## src/rtl/csi_frame_monitor_pkg.sv

```systemverilog
// Shared constants and types for the CSI frame geometry monitor.
// Default geometry matches a 1920x1080 sensor on a two-lane link.
package csi_frame_monitor_pkg;

    localparam int HSCREEN  = 1920;
    localparam int VSCREEN  = 1080;
    localparam int NUM_LANE = 2;

    localparam int EXP_WORDS_DEF = HSCREEN / NUM_LANE;
    localparam int EXP_LINES_DEF = VSCREEN;
    localparam int CNT_W_DEF     = 12;
    localparam int FPS_W_DEF     = 8;

    typedef enum logic [1:0] {
        ST_IDLE  = 2'd0,
        ST_FRAME = 2'd1,
        ST_LINE  = 2'd2
    } state_t;

endpackage

```

## src/rtl/csi_frame_monitor_edge_det.sv

```systemverilog
// Registered level plus rise/fall strobes for one envelope signal.
// The first sample after reset only primes the history, so no edge is invented.
module csi_frame_monitor_edge_det (
    input  logic clk,
    input  logic rst,
    input  logic d,
    output logic level,
    output logic rise,
    output logic fall
);

    logic q;
    logic q_d;
    logic armed;

    always_ff @(posedge clk or posedge rst) begin
        if (rst) begin
            q     <= 1'b0;
            q_d   <= 1'b0;
            armed <= 1'b0;
        end else begin
            armed <= 1'b1;
            q     <= d;
            q_d   <= armed ? q : d;
        end
    end

    assign level = q;
    assign rise  = q & ~q_d;
    assign fall  = ~q & q_d;

endmodule

```

## src/rtl/csi_frame_monitor.sv

```systemverilog
// Measures words/line, lines/frame and frames/second of the CSI envelope
// and flags geometry deviations against the expected sensor mode.
module csi_frame_monitor
    import csi_frame_monitor_pkg::*;
#(
    parameter int EXP_WORDS = EXP_WORDS_DEF,
    parameter int EXP_LINES = EXP_LINES_DEF,
    parameter int CNT_W     = CNT_W_DEF,
    parameter int FPS_W     = FPS_W_DEF
) (
    input  logic             clk,
    input  logic             rst,
    input  logic             in_frame,
    input  logic             in_line,
    input  logic             word_vld,
    input  logic             tick_1s,
    output logic [CNT_W-1:0] line_words,
    output logic [CNT_W-1:0] frame_lines,
    output logic [FPS_W-1:0] fps,
    output logic             frame_done,
    output logic             line_err,
    output logic             frame_err,
    output logic             trunc_err,
    output logic [1:0]       state_dbg
);

    function automatic logic [CNT_W-1:0] sat_cnt(input logic [CNT_W-1:0] v);
        return (&v) ? v : v + 1'b1;
    endfunction

    function automatic logic [FPS_W-1:0] sat_fps(input logic [FPS_W-1:0] v);
        return (&v) ? v : v + 1'b1;
    endfunction

    state_t state;
    state_t state_nxt;

    logic frame_lvl;
    logic frame_rise;
    logic frame_fall;
    logic line_lvl;
    logic line_rise;
    logic line_fall;
    logic wv;

    logic [CNT_W-1:0] word_cnt;
    logic [CNT_W-1:0] line_cnt;
    logic [CNT_W-1:0] words_now;
    logic [CNT_W-1:0] lines_now;
    logic [FPS_W-1:0] win_cnt;

    logic frame_start;
    logic frame_close;
    logic line_start;
    logic line_close;

    csi_frame_monitor_edge_det u_frame_edge (
        .clk   (clk),
        .rst   (rst),
        .d     (in_frame),
        .level (frame_lvl),
        .rise  (frame_rise),
        .fall  (frame_fall)
    );

    csi_frame_monitor_edge_det u_line_edge (
        .clk   (clk),
        .rst   (rst),
        .d     (in_line),
        .level (line_lvl),
        .rise  (line_rise),
        .fall  (line_fall)
    );

    always_ff @(posedge clk or posedge rst) begin
        if (rst) begin
            wv <= 1'b0;
        end else begin
            wv <= word_vld;
        end
    end

    assign frame_start = (state == ST_IDLE) && frame_rise;
    assign frame_close = (state != ST_IDLE) && frame_fall;
    assign line_start  = (state == ST_FRAME) && !frame_fall
                         && line_rise && frame_lvl;
    assign line_close  = (state == ST_LINE) && (line_fall || frame_fall);

    // A word in the closing cycle still belongs to the line being closed
    assign words_now = ((state == ST_LINE) && wv) ? sat_cnt(word_cnt)
                                                  : word_cnt;
    assign lines_now = line_close ? sat_cnt(line_cnt) : line_cnt;

    always_ff @(posedge clk or posedge rst) begin
        if (rst) begin
            state <= ST_IDLE;
        end else begin
            state <= state_nxt;
        end
    end

    always_comb begin
        state_nxt = state;
        unique case (state)
            ST_IDLE: begin
                if (frame_start) state_nxt = ST_FRAME;
            end
            ST_FRAME: begin
                if (frame_fall)      state_nxt = ST_IDLE;
                else if (line_start) state_nxt = ST_LINE;
            end
            ST_LINE: begin
                if (frame_fall)     state_nxt = ST_IDLE;
                else if (line_fall) state_nxt = ST_FRAME;
            end
            default: state_nxt = ST_IDLE;
        endcase
    end

    always_comb begin
        state_dbg = state;
    end

    always_ff @(posedge clk or posedge rst) begin
        if (rst) begin
            word_cnt    <= '0;
            line_cnt    <= '0;
            line_words  <= '0;
            frame_lines <= '0;
            frame_done  <= 1'b0;
            line_err    <= 1'b0;
            frame_err   <= 1'b0;
            trunc_err   <= 1'b0;
        end else begin
            frame_done <= frame_close;

            if (frame_start) begin
                line_cnt  <= '0;
                line_err  <= 1'b0;
                trunc_err <= 1'b0;
            end

            if (line_start) begin
                word_cnt <= wv ? CNT_W'(1) : '0;
            end else if (state == ST_LINE) begin
                word_cnt <= words_now;
            end

            if (line_close) begin
                line_words <= words_now;
                line_cnt   <= lines_now;
                if (words_now != CNT_W'(EXP_WORDS)) line_err <= 1'b1;
            end

            if (frame_close) begin
                frame_lines <= lines_now;
                frame_err   <= (lines_now != CNT_W'(EXP_LINES));
                if ((state == ST_LINE) && line_lvl) trunc_err <= 1'b1;
            end
        end
    end

    // A frame closing on the tick cycle is published, not carried over
    always_ff @(posedge clk or posedge rst) begin
        if (rst) begin
            win_cnt <= '0;
            fps     <= '0;
        end else if (tick_1s) begin
            fps     <= frame_done ? sat_fps(win_cnt) : win_cnt;
            win_cnt <= '0;
        end else if (frame_done) begin
            win_cnt <= sat_fps(win_cnt);
        end
    end

endmodule
```

## config.mk

```make
export PLATFORM = sky130hd
export DESIGN_NAME = csi_frame_monitor
export DESIGN_NICKNAME = d
export VERILOG_FILES = /design/src/rtl/csi_frame_monitor_pkg.sv /design/src/rtl/csi_frame_monitor_edge_det.sv /design/src/rtl/csi_frame_monitor.sv
export SDC_FILE = /design/constraint.sdc
export NUM_CORES = 1
export LEC_CHECK = 0
export CORE_UTILIZATION = 40
export CTS_BUF_LIST = sky130_fd_sc_hd__clkbuf_16
export CTS_CLUSTER_DIAMETER = 120
export DETAILED_ROUTE_END_ITERATION = 10
export GPL_TIMING_DRIVEN = 0
export MAX_ROUTING_LAYER = met4
export PLACE_DENSITY = 0.61
export SLEW_MARGIN = 10
export SYNTH_ARGS = -nofsm -noshare
export SYNTH_HDL_FRONTEND = slang
export SYNTH_SLANG_ARGS = --single-unit
```

## constraint.sdc

```tcl
create_clock -name clk -period 6.8 [get_ports clk]
set_clock_uncertainty 0.15 [all_clocks]
set_input_delay 1.7 -clock clk [delete_from_list [all_inputs] [get_ports clk]]
set_output_delay 1.7 -clock clk [all_outputs]
set_load 0.02 [all_outputs]
```

# Word-level counts from Yosys, hierarchy flattened
# Cells that the tools add are included.
[op_classes]
eq_ne = 7
bitwise_logic = 8
n_reduce_logical = 18
mux = 26
addsub = 3
[op_table]
columns = ["operator", "n"]
rows = [
  ["$mux 12", 8],
  ["$add 12x1->12 const B", 2],
  ["$mux 8", 3],
  ["$reduce_and 12->1", 2],
  ["$ne 12x10->1 const B", 1],
  ["$ne 12x11->1 const B", 1],
  ["$mux 2", 5],
  ["$mux 1", 9],
  ["$add 8x1->8 const B", 1],
  ["$logic_and 1x1->1", 8],
  ["$reduce_and 8->1", 1],
  ["$ne 3x3->1 const B", 2],
  ["$pmux 2 s3", 1],
  ["$reduce_bool 2->1", 3],
  ["$and 1x1->1", 4],
  ["$not 1->1", 4],
  ["$reduce_and 3->1", 1],
  ["$eq 2x1->1 const B", 1],
  ["$eq 2x2->1 const B", 1],
  ["$logic_not 2->1", 1],
  ["$ne 2x2->1 const B", 1],
  ["$logic_not 1->1", 1],
  ["$logic_or 1x1->1", 1],
]
[word_totals]
inputBits = 6
regBits = 76
out_inout_bits = 38

# Depth between registers and ports, before layout
[depth]
depth_word = 9
depth_mapped = 8
ltp_nobuf = 7

# Hierarchy
# Synthesis repeated with hierarchy kept, for this count alone.
[unflattened]
hier_cells = 392
hier_area_um2 = 3764.9
[by_module_without_submodules]
columns = ["module", "cells_each", "area_each_um2", "instances", "seq_area_each_um2"]
rows = [
  ["csi_frame_monitor", 376, 3544.6, 1, 1776.7],
  ["csi_frame_monitor_edge_det", 8, 110.1, 2, 75.1],
]

# Worst setup path before layout
# OpenSTA, ideal clock, no wires.
[synth_path]
path_kind = "input port to flip-flop"
from = "in tick_1s"
to = "reg fps[4]"
cell_stages = 2
setup_slack_ps = 4386
setup_time_ps = 79
t_arrival_ps = 2185
cell_sequence = "clkbuf_1 mux2i_1"
[synth_lines]
columns = ["item", "line_no", "rtl"]
rows = [
  ["start, declared", "csi_frame_monitor.sv:16", "input logic tick_1s,"],
  ["end signal, assigned", "csi_frame_monitor.sv:169", "fps <= frame_done ? sat_fps(win_cnt) : win_cnt;"],
  ["end, declared", "csi_frame_monitor.sv:19", "output logic [FPS_W-1:0] fps,"],
]
# No word-level cell between the ends.

# Worst setup path in the final report
[layout_path]
from = "reg frame_done"
to = "out frame_done"
[layout_lines]
columns = ["item", "line_no", "rtl"]
rows = [
  ["start, declared", "csi_frame_monitor.sv:20", "output logic frame_done,"],
  ["start signal, assigned", "csi_frame_monitor.sv:135", "frame_done <= frame_close;"],
]
# No word-level cell between the ends.

==> metrics.cfg <==
[grt]
antenna_found_initial = 0
grt_pass1_vias = 3045
grt_usage_pct = 19.10
grt.met1_usage_pct = 24.88
met3_usage_pct = 3.273
grt_pass1_wl_um = 14690
grt-busiest-layer = met2
grt_max_degree = 46
grt_overflow = 0
use_met2_pct = 29.66

[cts]
cts_tree = done
cts_setup_buffers = 0
cts.htree.levels = 3
post_cts_resized = 0
numCtsBuffers = 9
path_clk_slew_ns = 0.06
clock-sinks = 76
clkLatencyLatePin_ns = 0.33
hold_buffers = 0
root_buffer = clkbuf_16
cts_buffer_depth = 2

[synthesis]
syn_avg_cell_area_um2 = 9.653
synth_top_cell_by_area = dfrtp_1
synth.area.top_cells = dfrtp_1, o21ai_0, nor2_1
synth_simple_gate_area_share_pct = 22.29
synth_compound_area_share_pct = 14.81
synth.distinct_cells = 55
yosys.area_share.xor_xnor_pct = 3.856
synth_top_area_share_pct = 49.25
synth_area_um2 = 3861
synth_mux_area_share_pct = 4.861
synth_edf_count = 0
synth-seq-cells = 76
synthCells = 400
yosysWarnings = 0
synth-main-ff-cell = dfrtp_1
async_flop_share_pct = 100.0
synth_top_family_by_area = simple AND/OR/NAND/NOR gates
synth_nets = 409
ys_seq_area_share_pct = 49.25
synth_fa_ha_area_share_pct = 0.9721

[placement]
dp_hpwl_um = 6039
place.gp.congestion = 0.9028
dp_slack_ns = 3.662
io_buffers = 43

[route]
wire_per_inst_um = 14.52
wirelength_um = 8551
ant_nets = 0
via_per_inst = 5.312
vias = 3129
initialDrtViolationCount = 136
drc_errors = 0
firstDrtPassIters = 4

[final_layout]
syn2layout_area_growth_pct = 23.88
antennaDiodeCount = 0
drive_gt1_share_pct = 10.65
layout.nets = 464

[setup_path]
cp_cell_sequence = clkdlybuf4s50_1
cp_slowest_stage_delay_ns = 0.64
cp.required_ns = 4.95
worstPathArrival_ns = 1.40
crit_buf_inv = 1
path_delay_family = buffers and inverters
cp_slowest_cell = clkdlybuf4s50_1
start_kind = register
critPathKind = reg -> out
endpoint_kind = output pin
critPathMaxFanout = 5

[sta]
period_share_pct = 47.76
tightest_slew_ns = 1.014
rsz0062_at_grt = no
slew_viol_final = 0
fmax_ghz = 0.3079
setup_viol = 0
slew_headroom_pct = 31.85
finalHoldViolations = 0
setup_slack_ns = 3.552
period_needed_ns = 3.248
tns_ns = 0

[run_status]
status = finished clean

[floorplanning]
rows = 35
die_h_um = 100.3
io_pins = 44
die_w_um = 100.3
initial_core_util_pct = 41.59
dieArea_um2 = 10050
core_um2 = 9284

[power_and_ir_drop]
total_power_mw = 1.262
leakage_nw = 2.053
power_density_nw_per_um2 = 263.9
peakVddDrop_mv = 0.1069

[hold_path]
hp-class = reg -> reg

[flow_run]
drv_cap = 0

## state kept, by name, summed over array words and instances (netlist names)
name,count
frame_lines,12
line_cnt,12
line_words,12
word_cnt,12
fps,8
win_cnt,8
state_dbg,2
frame_done,1
frame_err,1
line_err,1
trunc_err,1
u_frame_edge.level,1
u_frame_edge.q_d,1
u_line_edge.armed,1
u_line_edge.level,1
u_line_edge.q_d,1
wv,1
## synth_stat cells, types with 2 or more instances
master,count
a21o_1,5
a21oi_1,16
a221oi_1,2
a22o_1,3
a31o_2,2
a31oi_1,9
and2b_4,2
and3_1,5
and3b_1,2
buf_2,11
buf_6,2
clkbuf_1,9
dfrtp_1,76
ha_1,3
inv_1,10
mux2_2,6
mux2i_1,12
nand2_1,41
nand2b_1,7
nand3_1,22
nand3b_1,3
nand4_1,5
nor2_1,42
nor2b_1,2
nor3_1,8
nor3b_1,4
nor4_1,3
nor4_2,2
nor4_4,2
o211ai_1,2
o21ai_0,36
o31ai_1,3
o32a_1,2
or3_1,5
xnor2_1,6
xor2_1,11
## per-layer routing
| layer | vias to the layer above | part of all wire, % |
|---|---|---|
| met5 | - | 0 |
| met3 | 16 | 2.8 |
| li1 | 1533 | - |
| met1 | 1520 | 48 |
| met4 | 0 | 1.9 |
| met2 | 60 | 47 |
## cells by family after synthesis
kind of cell | after synthesis
muxes | 18
adders and majority gates | 3
AOI/OAI and AO/OA | 90
and+or+nand+nor | 163
DFF | 76
other | 1
xor gates and xnor gates | 17
buffers and inverters | 32
## path summary, 6_finish.rpt
check / startpoint / endpoint / slack, ns / cells past startpoint
max: frame_done / frame_done / 3.55 / 1
min: line_words[4] / line_words[4] / 0.32 / 2
max reg2reg: word_cnt[0] / line_err / 4.32 / 7
min reg2reg: line_words[4] / line_words[4] / 0.32 / 2
max in group asynchronous: rst / state_dbg[0] / 4.35 / 3
min in group asynchronous: rst / win_cnt[3] / 1.58 / 2
## metrics by stage
step	instances	cell area [um^2]	util, %	hold slack [ns]
floorplan	400	3861	-	0.3566
global placement	572	4453	47.97	0.3141
detailed placement	573	4483	48.29	0.3150
CTS	589	4783	51.52	0.3294
global route	589	4783	51.52	0.3547
finish	589	4783	51.52	0.3247
## power by group
group | internal, mW | total [mW] | switching, mW
Clock | 0.285 | 0.479 | 0.194
Combinational | 0.111 | 0.256 | 0.144
Sequential | 0.491 | 0.527 | 0.0360
Total | 0.888 | 1.26 | 0.374
## cell usage in the layout (no fill, tap or decap), drive strengths merged, types with 8 or more instances in the layout
cell type / netlist / routed
a21oi: 16 / 16
nor3: 8 / 8
clkdlybuf4s50: 0 / 43
mux2i: 12 / 12
nand3: 23 / 23
clkbuf: 9 / 18
a31oi: 9 / 9
buf: 13 / 14
inv: 10 / 11
dfrtp: 76 / 76
nor2: 43 / 43
o21ai: 38 / 38
nand2: 41 / 41
xor2: 11 / 11
## final cells by class
| type | instances | area (um^2) |
|---|---|---|
| plain buffers | 22 | 111.4 |
| clock buffers | 9 | 225.2 |
| clock inverters | 7 | 75.07 |
| fillers | 891 | 4501 |
| inverters | 10 | 40.04 |
| multi-input cells | 292 | 1810 |
| flip-flops and latches | 76 | 1902 |
| well taps | 129 | 161.4 |
| repair buffers | 44 | 457.9 |
Power figures use the tool's default switching activity.
